[config.mk]
export PLATFORM = sky130hd
export DESIGN_NAME = frame_scheduler
export DESIGN_NICKNAME = d
export VERILOG_FILES = /design/src/rtl/frame_sched_pkg.sv /design/src/rtl/frame_scheduler_stage_watchdog.sv /design/src/rtl/frame_scheduler.sv
export SDC_FILE = /design/constraint.sdc
export NUM_CORES = 1
export LEC_CHECK = 0
export ABC_AREA = 1
export BUFFER_PORTS_ARGS = -buffer_cell sky130_fd_sc_hd__buf_4
export CAP_MARGIN = 20
export CORE_MARGIN = 4
export CORE_UTILIZATION = 30
export DETAILED_ROUTE_END_ITERATION = 16
export HOLD_SLACK_MARGIN = 0.1
export PLACE_DENSITY = 0.47
export SETUP_SLACK_MARGIN = 0.02
export SLEW_MARGIN = 15
export SYNTH_ARGS = -nofsm -noshare
export SYNTH_HDL_FRONTEND = slang
export SYNTH_HIERARCHICAL = 1
export SYNTH_SLANG_ARGS = --single-unit
[constraint.sdc]
create_clock -name P_CLK -period 5.9 [get_ports P_CLK]
set_input_delay 0.59 -clock P_CLK [delete_from_list [all_inputs] [get_ports P_CLK]]
set_output_delay 0.59 -clock P_CLK [all_outputs]
set_load 0.05 [all_outputs]
[src/rtl/frame_sched_pkg.sv]
// frame_sched_pkg: shared definitions for the per-frame update sequencer.
// Holds the FSM phase encoding, the 3-bit stage index constants, the number
// of game-logic stages and a helper that turns a stage index into a one-hot
// stage vector.
package frame_sched_pkg;

  localparam int N_STAGES = 5;

  // FSM phase; combined with a 3-bit stage index to form the full state.
  localparam logic [1:0] PH_IDLE = 2'd0;
  localparam logic [1:0] PH_GO   = 2'd1;
  localparam logic [1:0] PH_WAIT = 2'd2;
  localparam logic [1:0] PH_FIN  = 2'd3;

  // Stage indices in execution order.
  localparam logic [2:0] ST_INPUT   = 3'd0;
  localparam logic [2:0] ST_PADDLE  = 3'd1;
  localparam logic [2:0] ST_BALL    = 3'd2;
  localparam logic [2:0] ST_COLLIDE = 3'd3;
  localparam logic [2:0] ST_SCORE   = 3'd4;

  typedef logic [N_STAGES-1:0] stage_vec_t;

  // One-hot vector for a stage index; out-of-range indices give all zeros.
  function automatic stage_vec_t stage_onehot(input logic [2:0] idx);
    stage_vec_t v;
    case (idx)
      ST_INPUT:   v = 5'b00001;
      ST_PADDLE:  v = 5'b00010;
      ST_BALL:    v = 5'b00100;
      ST_COLLIDE: v = 5'b01000;
      ST_SCORE:   v = 5'b10000;
      default:    v = 5'b00000;
    endcase
    return v;
  endfunction

endpackage

[src/rtl/frame_scheduler_stage_watchdog.sv]
// stage_watchdog: per-stage timeout counter for the frame sequencer.
// Ports:
//   P_CLK, NRST : clock and asynchronous active-low reset
//   clear       : restart the count (driven while a stage's go is issued)
//   enable      : count one cycle (driven while waiting for a stage's done)
//   done        : the awaited stage finished this cycle; suppresses expire
//   expire      : the wait has lasted TIMEOUT cycles without done
module stage_watchdog
  import frame_sched_pkg::*;
#(
  parameter int TIMEOUT = 64
) (
  input  logic P_CLK,
  input  logic NRST,
  input  logic clear,
  input  logic enable,
  input  logic done,
  output logic expire
);

  localparam int CW = (TIMEOUT > 1) ? $clog2(TIMEOUT) : 1;
  localparam logic [CW-1:0] CNT_LAST = CW'(TIMEOUT - 1);

  logic [CW-1:0] cnt_d;
  logic [CW-1:0] cnt_q;

  // Next count: restart on clear, advance while enabled, otherwise hold.
  always_comb begin
    cnt_d = cnt_q;
    if (clear) begin
      cnt_d = {CW{1'b0}};
    end else if (enable) begin
      cnt_d = cnt_q + {{(CW-1){1'b0}}, 1'b1};
    end else begin
      cnt_d = cnt_q;
    end
  end

  // Count register.
  always_ff @(posedge P_CLK or negedge NRST) begin
    if (!NRST) begin
      cnt_q <= {CW{1'b0}};
    end else begin
      cnt_q <= cnt_d;
    end
  end

  // The count is 0 in the first wait cycle, so hitting CNT_LAST means the
  // stage has had TIMEOUT full wait cycles. A coincident done takes priority.
  assign expire = enable & ~done & (cnt_q == CNT_LAST);

endmodule

[src/rtl/frame_scheduler.sv]
// frame_scheduler: per-frame sequencer for the pong game-logic units.
// On every FRAME_DIV-th refresh pulse (while running) it strobes each stage's
// go in order and waits for that stage's done, forcing an advance after
// TIMEOUT wait cycles.
// Ports:
//   P_CLK, NRST  : pixel clock, asynchronous active-low reset
//   frame_start  : refresh pulse;  vblank : vertical blanking level
//   run          : game running;   stage_done[4:0] : per-stage completion
//   clear_err    : clears the sticky error flags
//   stage_go     : one-cycle go per stage;  busy : sequence in progress
//   seq_done     : one-cycle pulse at sequence end;  frame_cnt : launches
//   overrun, late, timeout_err : sticky error flags
module frame_scheduler
  import frame_sched_pkg::*;
#(
  parameter int FRAME_DIV = 1,
  parameter int TIMEOUT   = 64,
  parameter int FCNT_W    = 16
) (
  input  logic              P_CLK,
  input  logic              NRST,
  input  logic              frame_start,
  input  logic              vblank,
  input  logic              run,
  input  logic [4:0]        stage_done,
  input  logic              clear_err,
  output logic [4:0]        stage_go,
  output logic              busy,
  output logic              seq_done,
  output logic [FCNT_W-1:0] frame_cnt,
  output logic              overrun,
  output logic              late,
  output logic [4:0]        timeout_err
);

  localparam logic [7:0] DIV_LAST = 8'(FRAME_DIV - 1);

  logic [1:0]        phase_d, phase_q;
  logic [2:0]        stage_d, stage_q;
  logic [7:0]        div_d, div_q;
  logic [FCNT_W-1:0] frame_cnt_d, frame_cnt_q;
  logic [4:0]        stage_go_d, stage_go_q;
  logic              busy_d, busy_q;
  logic              seq_done_d, seq_done_q;
  logic              overrun_d, overrun_q;
  logic              late_d, late_q;
  logic [4:0]        timeout_err_d, timeout_err_q;
  logic              vblank_q;

  logic              cur_done_s;
  logic              wd_expire_s;
  logic [4:0]        tmo_set_s;

  // Only the done bit of the stage currently in progress matters.
  assign cur_done_s = |(stage_done & stage_onehot(stage_q));

  stage_watchdog #(
    .TIMEOUT (TIMEOUT)
  ) u_watchdog (
    .P_CLK  (P_CLK),
    .NRST   (NRST),
    .clear  (phase_q == PH_GO),
    .enable (phase_q == PH_WAIT),
    .done   (cur_done_s),
    .expire (wd_expire_s)
  );

  // Sequencer next-state, divider, launch counter and output decode.
  always_comb begin
    phase_d     = phase_q;
    stage_d     = stage_q;
    div_d       = div_q;
    frame_cnt_d = frame_cnt_q;
    tmo_set_s   = 5'b00000;
    case (phase_q)
      PH_IDLE: begin
        if (frame_start && run) begin
          if (div_q == DIV_LAST) begin
            div_d       = 8'd0;
            phase_d     = PH_GO;
            stage_d     = ST_INPUT;
            frame_cnt_d = frame_cnt_q + {{(FCNT_W-1){1'b0}}, 1'b1};
          end else begin
            div_d = div_q + 8'd1;
          end
        end else begin
          div_d = div_q;
        end
      end
      PH_GO: begin
        phase_d = PH_WAIT;
      end
      PH_WAIT: begin
        if (cur_done_s || wd_expire_s) begin
          // Expire is already masked by done, so an error means a real timeout.
          if (wd_expire_s) begin
            tmo_set_s = stage_onehot(stage_q);
          end else begin
            tmo_set_s = 5'b00000;
          end
          if (stage_q == ST_SCORE) begin
            phase_d = PH_FIN;
          end else begin
            phase_d = PH_GO;
            stage_d = stage_q + 3'd1;
          end
        end else begin
          phase_d = PH_WAIT;
        end
      end
      PH_FIN: begin
        phase_d = PH_IDLE;
        stage_d = ST_INPUT;
      end
      default: begin
        phase_d = PH_IDLE;
        stage_d = ST_INPUT;
      end
    endcase

    // Outputs are decoded from the next state so the registers line up with it.
    stage_go_d = (phase_d == PH_GO) ? stage_onehot(stage_d) : 5'b00000;
    busy_d     = (phase_d != PH_IDLE);
    seq_done_d = (phase_d == PH_FIN);

    // Sticky flags: a set in the same cycle as clear_err survives the clear.
    overrun_d     = (overrun_q & ~clear_err) | (frame_start & busy_q);
    late_d        = (late_q & ~clear_err) | (vblank_q & ~vblank & busy_q);
    timeout_err_d = (timeout_err_q & {5{~clear_err}}) | tmo_set_s;
  end

  // State and output registers.
  always_ff @(posedge P_CLK or negedge NRST) begin
    if (!NRST) begin
      phase_q       <= PH_IDLE;
      stage_q       <= ST_INPUT;
      div_q         <= 8'd0;
      frame_cnt_q   <= {FCNT_W{1'b0}};
      stage_go_q    <= 5'b00000;
      busy_q        <= 1'b0;
      seq_done_q    <= 1'b0;
      overrun_q     <= 1'b0;
      late_q        <= 1'b0;
      timeout_err_q <= 5'b00000;
      vblank_q      <= 1'b0;
    end else begin
      phase_q       <= phase_d;
      stage_q       <= stage_d;
      div_q         <= div_d;
      frame_cnt_q   <= frame_cnt_d;
      stage_go_q    <= stage_go_d;
      busy_q        <= busy_d;
      seq_done_q    <= seq_done_d;
      overrun_q     <= overrun_d;
      late_q        <= late_d;
      timeout_err_q <= timeout_err_d;
      vblank_q      <= vblank;
    end
  end

  assign stage_go    = stage_go_q;
  assign busy        = busy_q;
  assign seq_done    = seq_done_q;
  assign frame_cnt   = frame_cnt_q;
  assign overrun     = overrun_q;
  assign late        = late_q;
  assign timeout_err = timeout_err_q;

endmodule

Word level (Yosys, flattened, before mapping)

Cells that the tools add are included.

Bits of input ports: 11
Register bits after elaboration: 50
Logic and storage cells: 75
Output and inout bits: 30

Muxes and demuxes: 19
Equal/unequal tests: 14
Bitwise operators: 15
Reduce and logical (&&, ||, !) cells: 11
Add/sub/neg operators: 4

Operators with widths:

| kind                                           | number |
|---|---|
| one-hot mux 5 bit (5 select lines)             | 2 |
| two-way mux 5 bit                              | 4 |
| adder 16 x 1 -> 16 bit (second input constant) | 1 |
| == test 3 x 2 -> 1 bit (second input constant) | 4 |
| two-way mux 3 bit                              | 4 |
| two-way mux 6 bit                              | 2 |
| bitwise AND 5 bit                              | 2 |
| one-hot mux 3 bit (3 select lines)             | 1 |
| adder 8 x 1 -> 8 bit (second input constant)   | 1 |
| logical NOT 8 bit                              | 1 |
| two-way mux 2 bit                              | 4 |
| two-way mux 8 bit                              | 1 |
| one-hot mux 2 bit (4 select lines)             | 1 |
| bitwise AND 1 bit                              | 7 |
| adder 6 x 1 -> 6 bit (second input constant)   | 1 |
| == test 2 bit (second input constant)          | 3 |
| == test 3 x 1 -> 1 bit (second input constant) | 2 |
| == test 3 bit (second input constant)          | 2 |
| == test 6 bit (second input constant)          | 1 |
| logical NOT 3 bit                              | 2 |
| bitwise OR 5 bit                               | 1 |
| OR reduction 5 bit                             | 1 |
| == test 2 x 1 -> 1 bit (second input constant) | 2 |
| nonzero test 2 bit                             | 2 |
| 8 further kinds                                | 11 |

Logic depth before layout (Yosys ltp)

Depth in word-level cells: 13
Mapped depth: 15
Mapped depth without buffers: 15

Modules after synthesis

The synthesis kept the hierarchy.

By module, submodules not included:

| module          | sequential area each (µm²) | area each (µm²) | cells each | times used |
|---|---|---|---|---|
| frame_scheduler | 1101.1                     | 2230.9          | 252        | 1 |
| stage_watchdog  | 150.1                      | 330.3           | 40         | 1 |

Worst setup path after synthesis

No wires, ideal clock.

Path kind: register -> register
Start: register stage_q[0]
End: register stage_go_q[0], in the netlist stage_go[0]
Buffers on the path: 0
Required time: 5829 ps
Library setup time: 71 ps
Cell stages (with the launch flop): 16
Path slack: 3659 ps
Period minus slack after synthesis: 2241 ps
Data arrival time: 2169 ps
Cells stage by stage: dfrtp_1 inv_1 ha_1 nand2_2 nor2_1 nor2_4 nand2_1 nor4_2 inv_1 nand3_4 nand2_1 nand2_2 nand2_4 nor2_4 nand2_2 nor2_1

Elaborated cells on any way between the ends: 29
Those cells by class: add/sub (1); eq/ne (9); mux (11); bitwise (4); reduce/logical (4)

RTL lines:

| what                                  | RTL line                             | text |
|---|---|---|
| start, declared                       | frame_scheduler.sv:39                | `logic [2:0] stage_d, stage_q;` |
| start signal, assigned                | frame_scheduler.sv:148               | `stage_q <= stage_d;` |
| == test 3 bit (tied with other cells) | frame_sched_pkg.sv:27                | `case (idx)` |
| one-hot mux 5 bit (5 select lines) *  | frame_sched_pkg.sv:27                |  |
| bitwise AND 5 bit *                   | frame_scheduler.sv:55                | `assign cur_done_s = \|(stage_done & stage_onehot(stage_q));` |
| OR reduction 5 bit *                  | frame_scheduler.sv:55                |  |
| via cur_done_s                        | frame_scheduler.sv:50                | `logic cur_done_s;` |
| inverter 1 bit *                      | frame_scheduler_stage_watchdog.sv:50 | `assign expire = enable & ~done & (cnt_q == CNT_LAST);` |
| bitwise AND 1 bit * (2 in a row)      | frame_scheduler_stage_watchdog.sv:50 |  |
| via wd_expire_s                       | frame_scheduler.sv:51                | `logic wd_expire_s;` |
| logical OR 1 bit *                    | frame_scheduler.sv:94                | `if (cur_done_s \|\| wd_expire_s) begin` |
| two-way mux 2 bit *                   | frame_scheduler.sv:94                |  |
| one-hot mux 2 bit (4 select lines) *  | frame_scheduler.sv:75                | `case (phase_q)` |
| via phase_d[1]                        | frame_scheduler.sv:38                | `logic [1:0] phase_d, phase_q;` |
| == test 2 x 1 -> 1 bit *              | frame_scheduler.sv:122               | `stage_go_d = (phase_d == PH_GO) ? stage_onehot(stage_d) : 5'b00000;` |
| two-way mux 5 bit *                   | frame_scheduler.sv:122               |  |
| via stage_go_d[0]                     | frame_scheduler.sv:42                | `logic [4:0] stage_go_d, stage_go_q;` |
| end signal, assigned                  | frame_scheduler.sv:151               | `stage_go_q <= stage_go_d;` |
| end, declared                         | frame_scheduler.sv:42                |  |

Mark *: on every way through the listed nets, which the timed path passes. The rest lies on a longest branch.
A chain may end at the register's enable or synchronous reset.

Final worst setup path

Start: register stage_q[0]
End: register stage_go_q[1], in the netlist stage_go[1]

Same word-level chain as after synthesis.

==> reports/metrics.yaml <==
min_path:
  worstHoldPathType: "in -> async"
sta:
  layout_setup_ws_ns: 3.35
  final-hold-violation-count: 0
  min_period_ns: 2.55
  holdWs_ns: 0.297
  rsz0062_at_grt: "no"
  finalSetupViolCount: 0
  report.final.slew_viol_count: 0
  finalCritPeriodShare_pct: 43.2
  fmax_mhz: 392
  clock_skew_ns: 0.00657
  setup_tns_ns: 0
  slew_headroom_pct: 53.9
  tightest_slew_ns: 0.690
layout:
  instances_no_fill: 444
  synthToLayoutAreaGrowth_pct: 20.9
  nets: 358
  layout-drive-gt1-share_pct: 22.1
  fill_cells: 885
  final_area_mm2: 0.00310
  diodes: 0
placement:
  gp_congestion: 0.739
  dpl_worst_slack_ns: 3.37
  postPlaceCellArea_mm2: 0.00298
  port-buffer-count: 40
  placed_cells: 436
  dpl.hpwl_mm: 4.04
power:
  powerDensity_mw_per_mm2: 340
  pwr-share-seq_pct: 42.2
  ir_drop_v: 0.000164
  p_leak_nw: 1.56
  p_int_w: 0.000644
  switching_share_pct: 38.8
  combPwrFrac_pct: 34.5
  netSwitchingPower_w: 0.000409
  p_clk_share_pct: 23.3
critical_path:
  crit_type: "reg -> reg"
  endpoint_kind: "flop"
  crit_fanout: 7
  startpoint_type: "flop"
  required_ns: 6.14
  arrival_ns: 2.79
yosys:
  synthAdderAreaFrac_pct: 4.40
  synth_top_area_share_pct: 48.9
  synthXorXnorAreaFrac_pct: 6.16
  synth_top_family_by_area: "simple AND/OR/NAND/NOR gates"
  synth.distinct_cells: 28
  syn_nets: 312
  ys_async_sr_fraction_pct: 100
  synthTopCellsByCount: "nand2_1, dfrtp_1, inv_1, nor2_1, nand3_1"
  synth_area_leaders: "dfrtp_1, nand2_1, inv_1"
  synth.most_common_cell: "nand2_1"
  synth_warnings: 6
  netlist_area_mm2: 0.00256
  synth_mux_area_share_pct: 0
  seq_area_frac_synth_pct: 48.9
  synth-main-ff-cell: "dfrtp_1"
  synth_compound_area_share_pct: 5.32
  ys_ff_latch: 50
  synth-edff-count: 0
  syn-instance-count: 292
  postSynthAreaPerCell_um2: 8.77
  synth_area_leader_cell: "dfrtp_1"
  yosys.area_share.simple_pct: 28.2
clock_network:
  cts.sinks: 50
  cts-root-buf: "clkbuf_8"
  cts_resized: 0
  clk_pin_slew_ns: 0.10
  clkLatencyLatePin_ns: 0.30
  htreeDepth: 2
  ctsHoldBuffers: 0
  cts_tree: "built"
  post-cts-setup-buffers: 0
  cts_buffers: 5
  cts_max_path_buffers: 2
drt:
  routedWlPerCell_um: 12.3
  vias: 1970
  drt-total-wl_mm: 5.45
  drtPass1Iterations: 4
  drtIter0Drc: 54
  post-route-drc-count: 0
  viasPerCell: 4.44
  antenna_left: 0
floorplanning:
  rows: 33
  dieHeight_um: 100
  core_mm2: 0.00826
  dieArea_mm2: 0.0101
  start_util_pct: 31.0
  io_pins: 41
  die_width_um: 100
global_route:
  antenna_found_initial: 0
  overflow: 0
  grt_pass1_wl_mm: 9.29
  grtUsageTotal_pct: 11.5
  grt_pass1_vias: 1946
  grt_max_degree: 51
run:
  maxCapViolCount: 0
outcome:
  status: "finished clean"
power groups by stage:
stage / combinational (W) / clock, W / sequential, W
5_1_grt: 0.000412 / 0.000273 / 0.000454
4_1_cts: 0.000369 / 0.000259 / 0.000445
3_5_place_dp: 0.000368 / 0 / 0.000451
3_3_place_gp: 0.000368 / 0 / 0.000451
6_report: 0.000363 / 0.000245 / 0.000445
2_1_floorplan: 0.000251 / 0 / 0.000473
flip-flops by register name, summed over array words and instances, names as in the netlist:
register          flops
timeout_err           5
vblank_q              1
stage_q               3
overrun               1
u_watchdog/cnt_q      6
stage_go              5
phase_q               2
frame_cnt            16
seq_done              1
busy                  1
late                  1
div_q                 8
metrics by stage:
| stage | total power, W | utilization (%) |
|---|---|---|
| 5_1_grt | 0.00114 | 37.5 |
| 4_1_cts | 0.00107 | 37.5 |
| 6_report | 0.00105 | 37.5 |
| 3_3_place_gp | 0.000819 | 36.1 |
| 3_5_place_dp | 0.000819 | 36.1 |
| 2_1_floorplan | 0.000725 | - |
layout make-up:
class,instances,area (µm²),share of cell area (%)
Inverter,45,169,5.46
Clock buffer,5,68.8,2.22
Tap cell,105,131,4.24
Clock inverter,3,45.0,1.46
Timing Repair Buffer,40,300,9.70
Multi-Input combinational cell,196,1130,36.5
Sequential cell,50,1250,40.4
cells in the final DEF, fill, tap and decap left out, drive strengths merged, types with 7 or more instances in the layout:
cell    n
buf    40
a21oi   7
xor2   14
nand3  27
inv    45
nor3    8
nand4   7
nor2   38
o21ai  10
nand2  61
dfrtp  50
ha      9
logic make-up (layout without fill, tap and decap cells):
family / count (synthesis) / count (layout)
flops: 50 / 50
buf+inv: 46 / 93
simple gates: 145 / 145
xor+xnor: 18 / 18
compound gates: 24 / 24
fa+ha+maj: 9 / 9
path summary, 6_finish.rpt:
path	startpoint	endpoint	slack (ns)	cells past startpoint
worst max-delay path	stage_q[0]	stage_go[1]	3.35	15
worst min register to register	vblank_q	late	0.47	2
max in group asynchronous	NRST	div_q[5]	5.16	1
worst min-delay path	NRST	stage_q[0]	0.30	1
worst max register to register	stage_q[0]	stage_go[1]	3.35	15
min in group P_CLK	vblank	vblank_q	0.40	1
worst max-delay path, stage by stage (launching register included):
cell and delay [ns]:
dfrtp_1 0.40, inv_1 0.14, ha_1 0.27, nand2_2 0.12, nor2_1 0.08, nor2_4 0.17, nand2_1 0.08, nor4_2 0.39
inv_1 0.18, nand3_4 0.14, nand2_1 0.07, nand2_2 0.10, nand2_4 0.07, nor2_4 0.09, nand2_2 0.08, nor2_1 0.10
layer usage:
metal	GRT usage [%]	share of wire [%]
met3	2.08	2.8
met4	3.73	1.2
met5	0	0
met2	17.2	44
met1	16.7	52
Power figures use the tool's default switching activity.
